==> config.mk <==
export PLATFORM = sky130hd
export DESIGN_NAME = lab2_sequencer_flat
export DESIGN_NICKNAME = d
export VERILOG_FILES = /design/src/rtl/lab2_sequencer_if.sv /design/src/rtl/lab2_sequencer.sv /design/src/flat_wrapper.sv
export SDC_FILE = /design/constraint.sdc
export NUM_CORES = 1
export LEC_CHECK = 0
export ABC_CLOCK_PERIOD_IN_PS = 2100
export CAP_MARGIN = 20
export CELL_PAD_IN_SITES_DETAIL_PLACEMENT = 2
export CELL_PAD_IN_SITES_GLOBAL_PLACEMENT = 2
export CORE_MARGIN = 2
export CORE_UTILIZATION = 42
export CTS_BUF_LIST = sky130_fd_sc_hd__clkbuf_2
export CTS_CLUSTER_SIZE = 24
export DETAILED_ROUTE_END_ITERATION = 10
export GPL_TIMING_DRIVEN = 0
export PLACE_DENSITY_LB_ADDON = 0.08
export SETUP_SLACK_MARGIN = 0.15
export SLEW_MARGIN = 5
export SYNTH_ARGS = -nofsm -noshare
export SYNTH_HDL_FRONTEND = slang
export SYNTH_SLANG_ARGS = --single-unit
==> constraint.sdc <==
create_clock -name clk -period 2.1 [get_ports clk]
set_input_delay 0.21 -clock clk [delete_from_list [all_inputs] [get_ports clk]]
set_output_delay 0.21 -clock clk [all_outputs]
set_load 0.02 [all_outputs]
==> src/rtl/lab2_sequencer_if.sv <==
// Handshake/bus bundle between the lab2 sequencer and its user.
// Signals: start/abort control, drive/resp to lab2, status, memory read port.
interface lab2_sequencer_if;
    logic       start;
    logic       abort;
    logic [3:0] drive_abcd;
    logic [3:0] resp_klmn;
    logic       busy;
    logic       done;
    logic [3:0] rd_addr;
    logic [3:0] rd_data;
    logic [7:0] signature;

    modport slave (
        input  start, abort, resp_klmn, rd_addr,
        output drive_abcd, busy, done, rd_data, signature
    );

    modport master (
        output start, abort, resp_klmn, rd_addr,
        input  drive_abcd, busy, done, rd_data, signature
    );
endinterface

==> src/rtl/lab2_sequencer.sv <==
// Autonomous stimulus/capture controller for the lab2 combinational circuit.
// Ports: clk, reset (sync, active-high), bus (lab2_sequencer_if.slave):
//   start/abort in, drive_abcd out, resp_klmn in, busy/done out,
//   rd_addr in / rd_data out (combinational read), signature out.
// Optional macro LAB2_SIGNATURE_EN enables the rotate-xor run signature;
// without it signature is tied to 0x00.
module lab2_sequencer #(
    parameter int NUM_VECTORS   = 16,
    parameter int SETTLE_CYCLES = 4
) (
    input  logic             clk,
    input  logic             reset,
    lab2_sequencer_if.slave  bus
);
    typedef enum logic [1:0] {
        IDLE    = 2'd0,
        SETTLE  = 2'd1,
        CAPTURE = 2'd2,
        DONE    = 2'd3
    } state_t;

    localparam logic [3:0] LAST_IDX = 4'(NUM_VECTORS - 1);
    localparam logic [7:0] RELOAD   = 8'(SETTLE_CYCLES - 1);

    state_t     state;
    logic [3:0] idx;
    logic [7:0] settle_cnt;
    logic [3:0] drive_q;
    logic       busy_q;
    logic       done_q;
    logic [3:0] mem [16];

`ifdef LAB2_SIGNATURE_EN
    logic [7:0] sig_q;
    assign bus.signature = sig_q;
`else
    assign bus.signature = 8'h00;
`endif

    assign bus.drive_abcd = drive_q;
    assign bus.busy       = busy_q;
    assign bus.done       = done_q;
    assign bus.rd_data    = mem[bus.rd_addr];

    always_ff @(posedge clk) begin
        if (reset) begin
            state      <= IDLE;
            idx        <= 4'd0;
            settle_cnt <= 8'd0;
            drive_q    <= 4'd0;
            busy_q     <= 1'b0;
            done_q     <= 1'b0;
`ifdef LAB2_SIGNATURE_EN
            sig_q      <= 8'h00;
`endif
            for (int i = 0; i < 16; i++) mem[i] <= 4'd0;
        end else begin
            unique case (state)
                IDLE, DONE: begin
                    if (bus.start) begin
                        state      <= SETTLE;
                        idx        <= 4'd0;
                        drive_q    <= 4'd0;
                        settle_cnt <= RELOAD;
                        busy_q     <= 1'b1;
                        done_q     <= 1'b0;
`ifdef LAB2_SIGNATURE_EN
                        sig_q      <= 8'h00;
`endif
                    end
                end
                SETTLE: begin
                    if (bus.abort) begin
                        state   <= IDLE;
                        drive_q <= 4'd0;
                        busy_q  <= 1'b0;
                    end else if (settle_cnt == 8'd0) begin
                        state <= CAPTURE;
                    end else begin
                        settle_cnt <= settle_cnt - 8'd1;
                    end
                end
                CAPTURE: begin
                    if (bus.abort) begin
                        // abort wins over the capture write
                        state   <= IDLE;
                        drive_q <= 4'd0;
                        busy_q  <= 1'b0;
                    end else begin
                        mem[idx] <= bus.resp_klmn;
`ifdef LAB2_SIGNATURE_EN
                        sig_q <= {sig_q[6:0], sig_q[7]}
                               ^ {4'b0000, bus.resp_klmn};
`endif
                        if (idx == LAST_IDX) begin
                            state   <= DONE;
                            drive_q <= 4'd0;
                            busy_q  <= 1'b0;
                            done_q  <= 1'b1;
                        end else begin
                            state      <= SETTLE;
                            idx        <= idx + 4'd1;
                            drive_q    <= idx + 4'd1;
                            settle_cnt <= RELOAD;
                        end
                    end
                end
                default: state <= IDLE;
            endcase
        end
    end
endmodule

==> src/flat_wrapper.sv <==
// flat-port wrapper written by rule: the top's interface ports become plain ports
module lab2_sequencer_flat 
#(
    parameter int NUM_VECTORS   = 16,
    parameter int SETTLE_CYCLES = 4
)
  (clk, reset, bus_start, bus_abort, bus_resp_klmn, bus_rd_addr, bus_drive_abcd, bus_busy, bus_done, bus_rd_data, bus_signature);
  lab2_sequencer_if bus_i ();
  input  logic clk;
  input  logic reset;
  input wire logic [$bits(bus_i.start)-1:0] bus_start;
  input wire logic [$bits(bus_i.abort)-1:0] bus_abort;
  input wire logic [$bits(bus_i.resp_klmn)-1:0] bus_resp_klmn;
  input wire logic [$bits(bus_i.rd_addr)-1:0] bus_rd_addr;
  output wire logic [$bits(bus_i.drive_abcd)-1:0] bus_drive_abcd;
  output wire logic [$bits(bus_i.busy)-1:0] bus_busy;
  output wire logic [$bits(bus_i.done)-1:0] bus_done;
  output wire logic [$bits(bus_i.rd_data)-1:0] bus_rd_data;
  output wire logic [$bits(bus_i.signature)-1:0] bus_signature;
  assign bus_i.start = bus_start;
  assign bus_i.abort = bus_abort;
  assign bus_i.resp_klmn = bus_resp_klmn;
  assign bus_i.rd_addr = bus_rd_addr;
  assign bus_drive_abcd = bus_i.drive_abcd;
  assign bus_busy = bus_i.busy;
  assign bus_done = bus_i.done;
  assign bus_rd_data = bus_i.rd_data;
  assign bus_signature = bus_i.signature;
  lab2_sequencer #(.NUM_VECTORS(NUM_VECTORS), .SETTLE_CYCLES(SETTLE_CYCLES)) u_core (.clk(clk), .reset(reset), .bus(bus_i));
endmodule
=== After elaboration in Yosys (flattened, before gate mapping) ===
Memory sizes are Yosys's and may differ from the RTL's.
Cells that the tools add are included.

* Reductions and logical operators: 11
* Multiply operators: 0
* Order comparisons: 0
* Add/sub/neg operators: 2
* Bitwise logic cells: 0
* Multiplexer cells: 38
* Eq/ne operators: 13
* Shift operators: 0
* Div/mod/pow operators: 0

{| class="wikitable"
|+ Operator list
! kind !! count
|-
| two-way mux 8 bit || 5
|-
| two-way mux 4 bit || 8
|-
| case mux 8 bit (3 select lines) || 1
|-
| two-way mux 1 bit || 14
|-
| != test 2 bit, second input constant || 6
|-
| case mux 4 bit (3 select lines) || 1
|-
| two-way mux 2 bit || 5
|-
| logical NOT 8 bit || 1
|-
| case mux 4 bit (2 select lines) || 1
|-
| AND reduction 4 bit || 2
|-
| subtractor 8 x 1 -> 8 bit, second input constant || 1
|-
| != test 3 x 2 -> 1 bit, second input constant || 2
|-
| case mux 2 bit (3 select lines) || 1
|-
| AND reduction 5 bit || 1
|-
| adder 4 x 1 -> 4 bit, second input constant || 1
|-
| equality test 2 bit, second input constant || 2
|-
| equality test 4 bit, second input constant || 1
|-
| AND reduction 2 bit || 2
|-
| OR reduction 4 bit || 1
|-
| case mux 1 bit (3 select lines) || 1
|-
| AND reduction 3 bit || 1
|-
| equality test 2 x 1 -> 1 bit, second input constant || 1
|-
| logical NOT 2 bit || 1
|-
| != test 2 x 1 -> 1 bit, second input constant || 1
|-
| 3 further kinds || 3
|}

* Word-level logic and storage cells: 71
* Register bits: 20
* Memories kept: 1
* Memory bits (read-only): 0
* Latch bits: 0
* Output and inout port bits: 18
* Input bits: 12
* Memory bits (writable): 64

{| class="wikitable"
|+ Memory list
! memory !! words !! bits a word !! rd ports !! clocked after Yosys merged registers in !! wr ports !! RTL line !! source
|-
| u_core.mem || 16 || 4 || 1 || 0 || 16 || lab2_sequencer.sv:31 || <nowiki>logic [3:0] mem [16];</nowiki>
|}

=== Longest topological paths before layout ===
Gate-level depths: netlist of run 1.

* Depth after elaboration: 6
* Mapped depth: 7
* Depth with buffers taken out: 6

=== Worst setup path before layout of run 1 ===
No wires, ideal clock.

* Path type: flip-flop to flip-flop
* Start: register u_core.settle_cnt[0]
* End: register u_core.settle_cnt[4]
* Library setup time: 70 ps
* Stages on the path, launching flop included: 8
* Arrival: 1791 ps
* Path slack: 240 ps
* Path through: dfxtp_1 > inv_1 > ha_1 > and2_1 > a32o_2 > buf_6 > or4_1 > a21oi_1

* Longest elaborated chain between the ends: 4
* Elaborated cells on any way between the ends: 7
* Classes of those cells: add/sub: 1; eq/ne: 1; mux: 3; reduce/logical: 2

{| class="wikitable"
|+ RTL lines
! element !! RTL line !! source
|-
| start: declaration || lab2_sequencer.sv:27 || <nowiki>logic [7:0] settle_cnt;</nowiki>
|-
| start signal: assignment || lab2_sequencer.sv:80 || <nowiki>settle_cnt <= settle_cnt - 8'd1;</nowiki>
|-
| subtractor 8 x 1 -> 8 bit || lab2_sequencer.sv:80 ||
|-
| two-way mux 8 bit || lab2_sequencer.sv:77 || <nowiki>end else if (settle_cnt == 8'd0) begin</nowiki>
|-
| two-way mux 8 bit || lab2_sequencer.sv:73 || <nowiki>if (bus.abort) begin</nowiki>
|-
| case mux 8 bit (3 select lines) || lab2_sequencer.sv:58 || <nowiki>unique case (state)</nowiki>
|}

Several ways; a longest one is shown, not always the timed one. The select of a mux whose other input is x is not followed.
A chain may end at the register's enable or synchronous reset.

=== Final worst setup path of run 1 ===
* Start: memory u_core.mem[15][0]
* End: output port bus_rd_data[0]

* Longest elaborated chain between the ends: 1

{| class="wikitable"
|+ RTL lines
! element !! RTL line !! source
|-
| start: declaration || lab2_sequencer.sv:31 ||
|-
| memory (16 x 4 bit) || -- ||
|-
| end: declaration || flat_wrapper.sv:18 || <nowiki>output wire logic [$bits(bus_i.rd_data)-1:0] bus_rd_data;</nowiki>
|}

No other way between the ends.

==> impl_metrics.json, run 1 <==
{
  "synth.area.top_cells": "edfxtp_1, and2_1, dfxtp_1",
  "clkSinkCount": 84,
  "slowest_stage": "mux4_2",
  "grt_pass1_vias": 3200,
  "grtUsageTotal_pct": 22.5,
  "die_w_microns": 104,
  "syn_area_sq_um": 4240,
  "antenna_found_initial": 0,
  "crit_arrival_ns": 1.95,
  "seq_area_frac_synth_pct": 54.8,
  "ys_ff_latch": 84,
  "drc": 0,
  "syn2layout_area_growth_pct": 20.0,
  "cp-end-kind": "primary output",
  "place.port_buffers": 19,
  "cts_tree": "built",
  "via_per_inst": 5.43,
  "crit_path_start_kind": "flop",
  "yosys.area.top_type": "edfxtp_1",
  "p_per_area_nw_per_um2": 702,
  "cts_buffers": 9,
  "slew_headroom_pct": 58.8,
  "drv_cap": 0,
  "fin_crit_ns": 2.16,
  "dr_total_vias": 2913,
  "dp_hpwl_microns": 8480,
  "cts.path.max_buffers": 2,
  "finish.utilization_pct": 52.0,
  "rsz0062_at_grt": "yes",
  "crit_type": "flop to primary output",
  "crit_family": "multiplexers",
  "fmax_mhz": 463,
  "h-tree-depth": 3,
  "p_leak_nw": 1.80,
  "path_clk_slew_ns": 0.23,
  "synth-main-ff-cell": "edfxtp_1",
  "dieArea_sq_um": 10900,
  "antenna_left": 0,
  "firstDrtPassIters": 4,
  "layout_commonest_cell": "and2_1",
  "post_drt_wl_per_cell_microns": 22.1,
  "max_slew.worst_pin.slew_ns": 0.618,
  "grt_max_degree": 16,
  "die_h_microns": 104,
  "diodes": 0,
  "final_cell_mix": "and2_1, edfxtp_1, mux4_2, nand2_1",
  "finalWirelength_microns": 11900,
  "cp.buffers_inverters": 1,
  "layout-drive-gt1-share_pct": 29.3,
  "nets": 418,
  "place_congestion": 0.753,
  "dr.first_iter.drc_count": 79,
  "core.rowCount": 36,
  "outcome": "finished, violations left",
  "synth_top_area_share_pct": 45.4,
  "io_pins": 30,
  "netlist_instances": 356,
  "cts-root-buf": "clkbuf_2",
  "min_period_over_period_pct": 103,
  "slew_viol_final": 0,
  "setup_violations": 3,
  "crit_chain": "mux4_2 > a22oi_2 > nand2_1 > buf_6",
  "yosysWarnings": 0,
  "synth-edff-count": 64,
  "cp.required_ns": 1.89,
  "ctsHoldBuffers": 0,
  "cpPeakStageDelay_ns": 0.54,
  "start_util_pct": 43.3,
  "hold_class": "input port to flop",
  "fin_worst_skew_ns": 0.0238,
  "grt_pass1_wl_microns": 18400,
  "fillers": 975,
  "fin_ws_ns": -0.0606,
  "async_reset_ff_share_pct": 0,
  "peakVddDrop_v": 0.000325,
  "violations": "setup timing",
  "fin_total_pwr_mw": 3.57,
  "overflow": 0,
  "syn-mean-instance-area_sq_um": 11.9,
  "crit_fanout": 1,
  "final.setup.tns_ns": -0.130,
  "final-hold-violation-count": 0,
  "core_sq_um": 9770,
  "worstSkewPairLatency_ns": 0.55,
  "ys_types": 49
}
-- tightest hold or removal path, delay by kind of cell --
family	cells	cell delay, ns
AND/OR/NAND/NOR	2	0.16
buffers and inverters	1	0.51
AO/OA/AOI/OAI	1	0.05
-- layout make-up --
| class | instances | area, sq um | share of cell area (%) |
|---|---|---|---|
| well taps | 133 | 166 | 3.27 |
| inverters | 8 | 30.0 | 0.591 |
| clock inverters | 7 | 98.8 | 1.94 |
| plain buffers | 24 | 144 | 2.83 |
| repair buffers | 24 | 233 | 4.58 |
| multi-input cells | 247 | 2030 | 40.0 |
| flip-flops and latches | 84 | 2330 | 45.9 |
| clock buffers | 9 | 45.0 | 0.886 |
-- metal layers --
| layer | wire length, microns | track usage (%) | vias to the layer above | part of all wire [%] |
|---|---|---|---|---|
| li1 | - | - | 1370 | - |
| met1 | 4830 | 26.4 | 1492 | 41 |
| met2 | 6590 | 42.3 | 42 | 56 |
| met3 | 285 | 3.13 | 9 | 2.4 |
| met4 | 155 | 6.95 | 0 | 1.3 |
| met5 | 0 | 0 | - | 0 |
-- kinds of logic (layout without fill, tap and decap cells) --
logic type,Yosys count,after routing,synth area share [%]
and+or+nand+nor,163,163,22.0
DFF,84,84,54.8
AOI/OAI and AO/OA,49,49,7.71
buffers and inverters,32,72,3.81
muxes,17,17,8.74
adders and majority gates,8,8,2.36
xor gates and xnor gates,2,2,0.414
other,1,8,0.0885
-- through the flow --
stage / std cells / hold WS, ns / cell area (sq um) / setup slack [ns]
2_1_floorplan: 363 / 0.407 / 4260 / 0.240
3_3_place_gp: 515 / 0.439 / 4620 / -0.479
3_5_place_dp: 515 / 0.457 / 4620 / -0.531
4_1_cts: 533 / 0.377 / 4940 / -0.109
5_1_grt: 536 / 0.407 / 5080 / -0.158
6_report: 536 / 0.417 / 5080 / -0.0606
-- sequential cells by signal, summed over array words and instances (netlist names) --
name and flops:
u_core.mem 64, u_core.settle_cnt 8, u_core.bus.drive_abcd 4, u_core.idx 4
u_core.state 2, u_core.bus.busy 1, u_core.bus.done 1
-- cells in the mapped netlist, drive strengths merged, types with 6 or more instances --
master and n:
and2 66, edfxtp 64, dfxtp 20, nand2 20, nor2 19, mux4 16, or2 16, a21oi 14
buf 14, clkbuf 10, a22oi 8, ha 8, inv 8, o21ai 7, or3 6, or4 6
-- timing repair --
action	CTS	global route
pin swaps	7	6
hold endpoints to repair	0	0
setup endpoints to repair	133	51
buffers inserted	2	3
resized for setup	70	24
-- power by group --
group	internal, mW	switching [mW]	total (mW)
combinational	0.277	0.350	0.627
sequential	1.87	0.0523	1.92
clock	0.403	0.619	1.02
total	2.55	1.02	3.57
-- worst paths after layout --
path | startpoint | end | slack, ns | cells after the start
min | bus_start | u_core.bus.done | 0.42 | 4
min reg2reg | u_core.bus.drive_abcd[3] | u_core.bus.drive_abcd[3] | 0.47 | 2
max | u_core.mem[15][0] | bus_rd_data[0] | -0.06 | 4
max reg2reg | u_core.state[0] | u_core.mem[3][2] | 0.19 | 7
(Power assumes the default switching activity.)
==> inputs of run 2 (changes only) <==
- CORE_UTILIZATION: 42 -> 30
==> run 2 against run 1 <==
  * The run still ends with setup timing left
  * Via count rose by 0.93%
  * Design area rose by 4.3%
  * Clock-buffer cell count did not move
  * Critical path depth did not move
  * Non-clock buffer count rose by 13
  * Total power rose by 1.2%
  * First-iteration DRC count rose by 72%
  * Cell count rose by 11%
  * Utilization fell by 14 points
  * Worst hold slack got worse by 0.011 ns
  * Largest cell class unchanged
  * Highest routed layer unchanged
==> impl_metrics.json, run 2 (synthesized netlist as in run 1, its figures left out) <==
{
  "min_period_over_period_pct": 102,
  "core.rowCount": 43,
  "placed_area_sq_um": 4680,
  "cpPeakStageDelay_ns": 0.50,
  "grt_pass1_vias": 3141,
  "fillers": 1442,
  "cts_tree": "built",
  "post_drt_wl_per_cell_microns": 19.8,
  "dieArea_sq_um": 15100,
  "firstDrtPassIters": 4,
  "layout_commonest_cell": "and2_1",
  "final-hold-violation-count": 0,
  "fin_crit_ns": 2.14,
  "cts.path.max_buffers": 2,
  "pre_cts_slack_ns": -0.700,
  "crit_cells": 4,
  "slew_viol_final": 0,
  "multi_input_area_sq_um": 2090,
  "dr_total_vias": 2940,
  "fmax_mhz": 467,
  "largest_reg_flops": 64,
  "fin_ws_ns": -0.0433,
  "via_per_inst": 4.93,
  "overflow": 0,
  "drv_cap": 0,
  "diodes": 0,
  "p_leak_nw": 1.86,
  "antenna_left": 0,
  "layout-drive-gt1-share_pct": 33.9,
  "crit_path_start_kind": "flop",
  "dp_hpwl_microns": 8400,
  "max_slew.worst_pin.slew_ns": 0.616,
  "cts-root-buf": "clkbuf_2",
  "crit_type": "flop to primary output",
  "crit_family": "multiplexers",
  "slew_headroom_pct": 58.9,
  "grt_max_degree": 15,
  "setup_violations": 4,
  "crit_chain": "mux4_2 > a22oi_1 > nand2_1 > buf_6",
  "worst-r2r-cell-count": 8,
  "violations": "setup timing",
  "syn2layout_area_growth_pct": 25.2,
  "io_pins": 30,
  "min_path_cells": 4,
  "rsz0062_at_grt": "yes",
  "fin_worst_skew_ns": 0.0169,
  "core_sq_um": 13800,
  "die_h_microns": 123,
  "regMostFlops": "u_core.mem",
  "nets": 431,
  "dr.first_iter.drc_count": 136,
  "hold_class": "input port to flop",
  "grt_pass1_wl_microns": 18100,
  "crit_arrival_ns": 1.93,
  "grtUsageTotal_pct": 16.7,
  "reg_top3": "u_core.mem x64, u_core.settle_cnt x8",
  "slowest_stage": "mux4_2",
  "peakVddDrop_v": 0.000261,
  "place_congestion": 0.729,
  "cp.buffers_inverters": 1,
  "finalWirelength_microns": 11800,
  "outcome": "finished, violations left",
  "start_util_pct": 30.6,
  "cp.required_ns": 1.89,
  "die_w_microns": 123,
  "cp-end-kind": "primary output",
  "p_per_area_nw_per_um2": 681,
  "final_cell_mix": "and2_1, edfxtp_1, buf_4",
  "finish.utilization_pct": 38.3,
  "seq_area_sq_um": 2340,
  "antenna_found_initial": 0,
  "h-tree-depth": 3,
  "drc": 0,
  "cts_buffers": 9,
  "path_clk_slew_ns": 0.25,
  "crit_fanout": 1,
  "worstSkewPairLatency_ns": 0.57,
  "place.port_buffers": 19,
  "clkSinkCount": 84,
  "final_cell_area_sq_um": 5300
}
run 2: where the power goes:
| part | leakage, nW | internal, mW | switching, mW |
|---|---|---|---|
| combinational | 0.988 | 0.320 | 0.379 |
| sequential | 0.793 | 1.87 | 0.0526 |
| clock | 0.0797 | 0.389 | 0.603 |
run 2: through the flow:
stage	total power [mW]	instances	setup TNS, ns	hold slack (ns)
floorplan	2.31	363	0	0.407
global placement	2.50	562	-28.15	0.442
detailed placement	2.51	562	-32.86	0.461
CTS	3.56	583	-0.449	0.334
global route	3.81	596	-0.741	0.376
finish	3.61	596	-0.129	0.405
run 2: cell type report:
| cell class | instances | area share (%) |
|---|---|---|
| clock inverter | 7 | 1.70 |
| inverter | 8 | 0.566 |
| tap | 180 | 4.25 |
| buffer | 24 | 2.71 |
| multi-input combinational | 247 | 39.5 |
| clock buffer | 9 | 0.850 |
| timing repair buffer | 37 | 6.37 |
| sequential | 84 | 44.1 |
run 2: routing by layer:
metal  track usage [%]  wire length, microns
met3              2.56                   231
met4              7.47                   321
met1              20.3                  5110
met2              29.0                  6160
met5                 0                     0
run 2: final timing paths:
path | from | to | slack [ns]
min | bus_start | u_core.bus.done | 0.41
min reg2reg | u_core.bus.drive_abcd[0] | u_core.bus.drive_abcd[0] | 0.48
max | u_core.mem[10][3] | bus_rd_data[3] | -0.04
max reg2reg | u_core.state[0] | u_core.settle_cnt[5] | 0.20
run 2: what timing repair did:
| action | in CTS | in global routing |
|---|---|---|
| buffers inserted | 5 | 13 |
| endpoints found under the setup margin | 139 | 70 |
| pin swaps | 11 | 17 |
| hold buffers | 0 | 0 |
| gates resized for setup | 66 | 46 |
run 2: tightest hold or removal path: stages:
cell	delay, ns
clkdlybuf4s50_1	0.52
nand3_1	0.10
nand2_1	0.07
a21oi_1	0.05
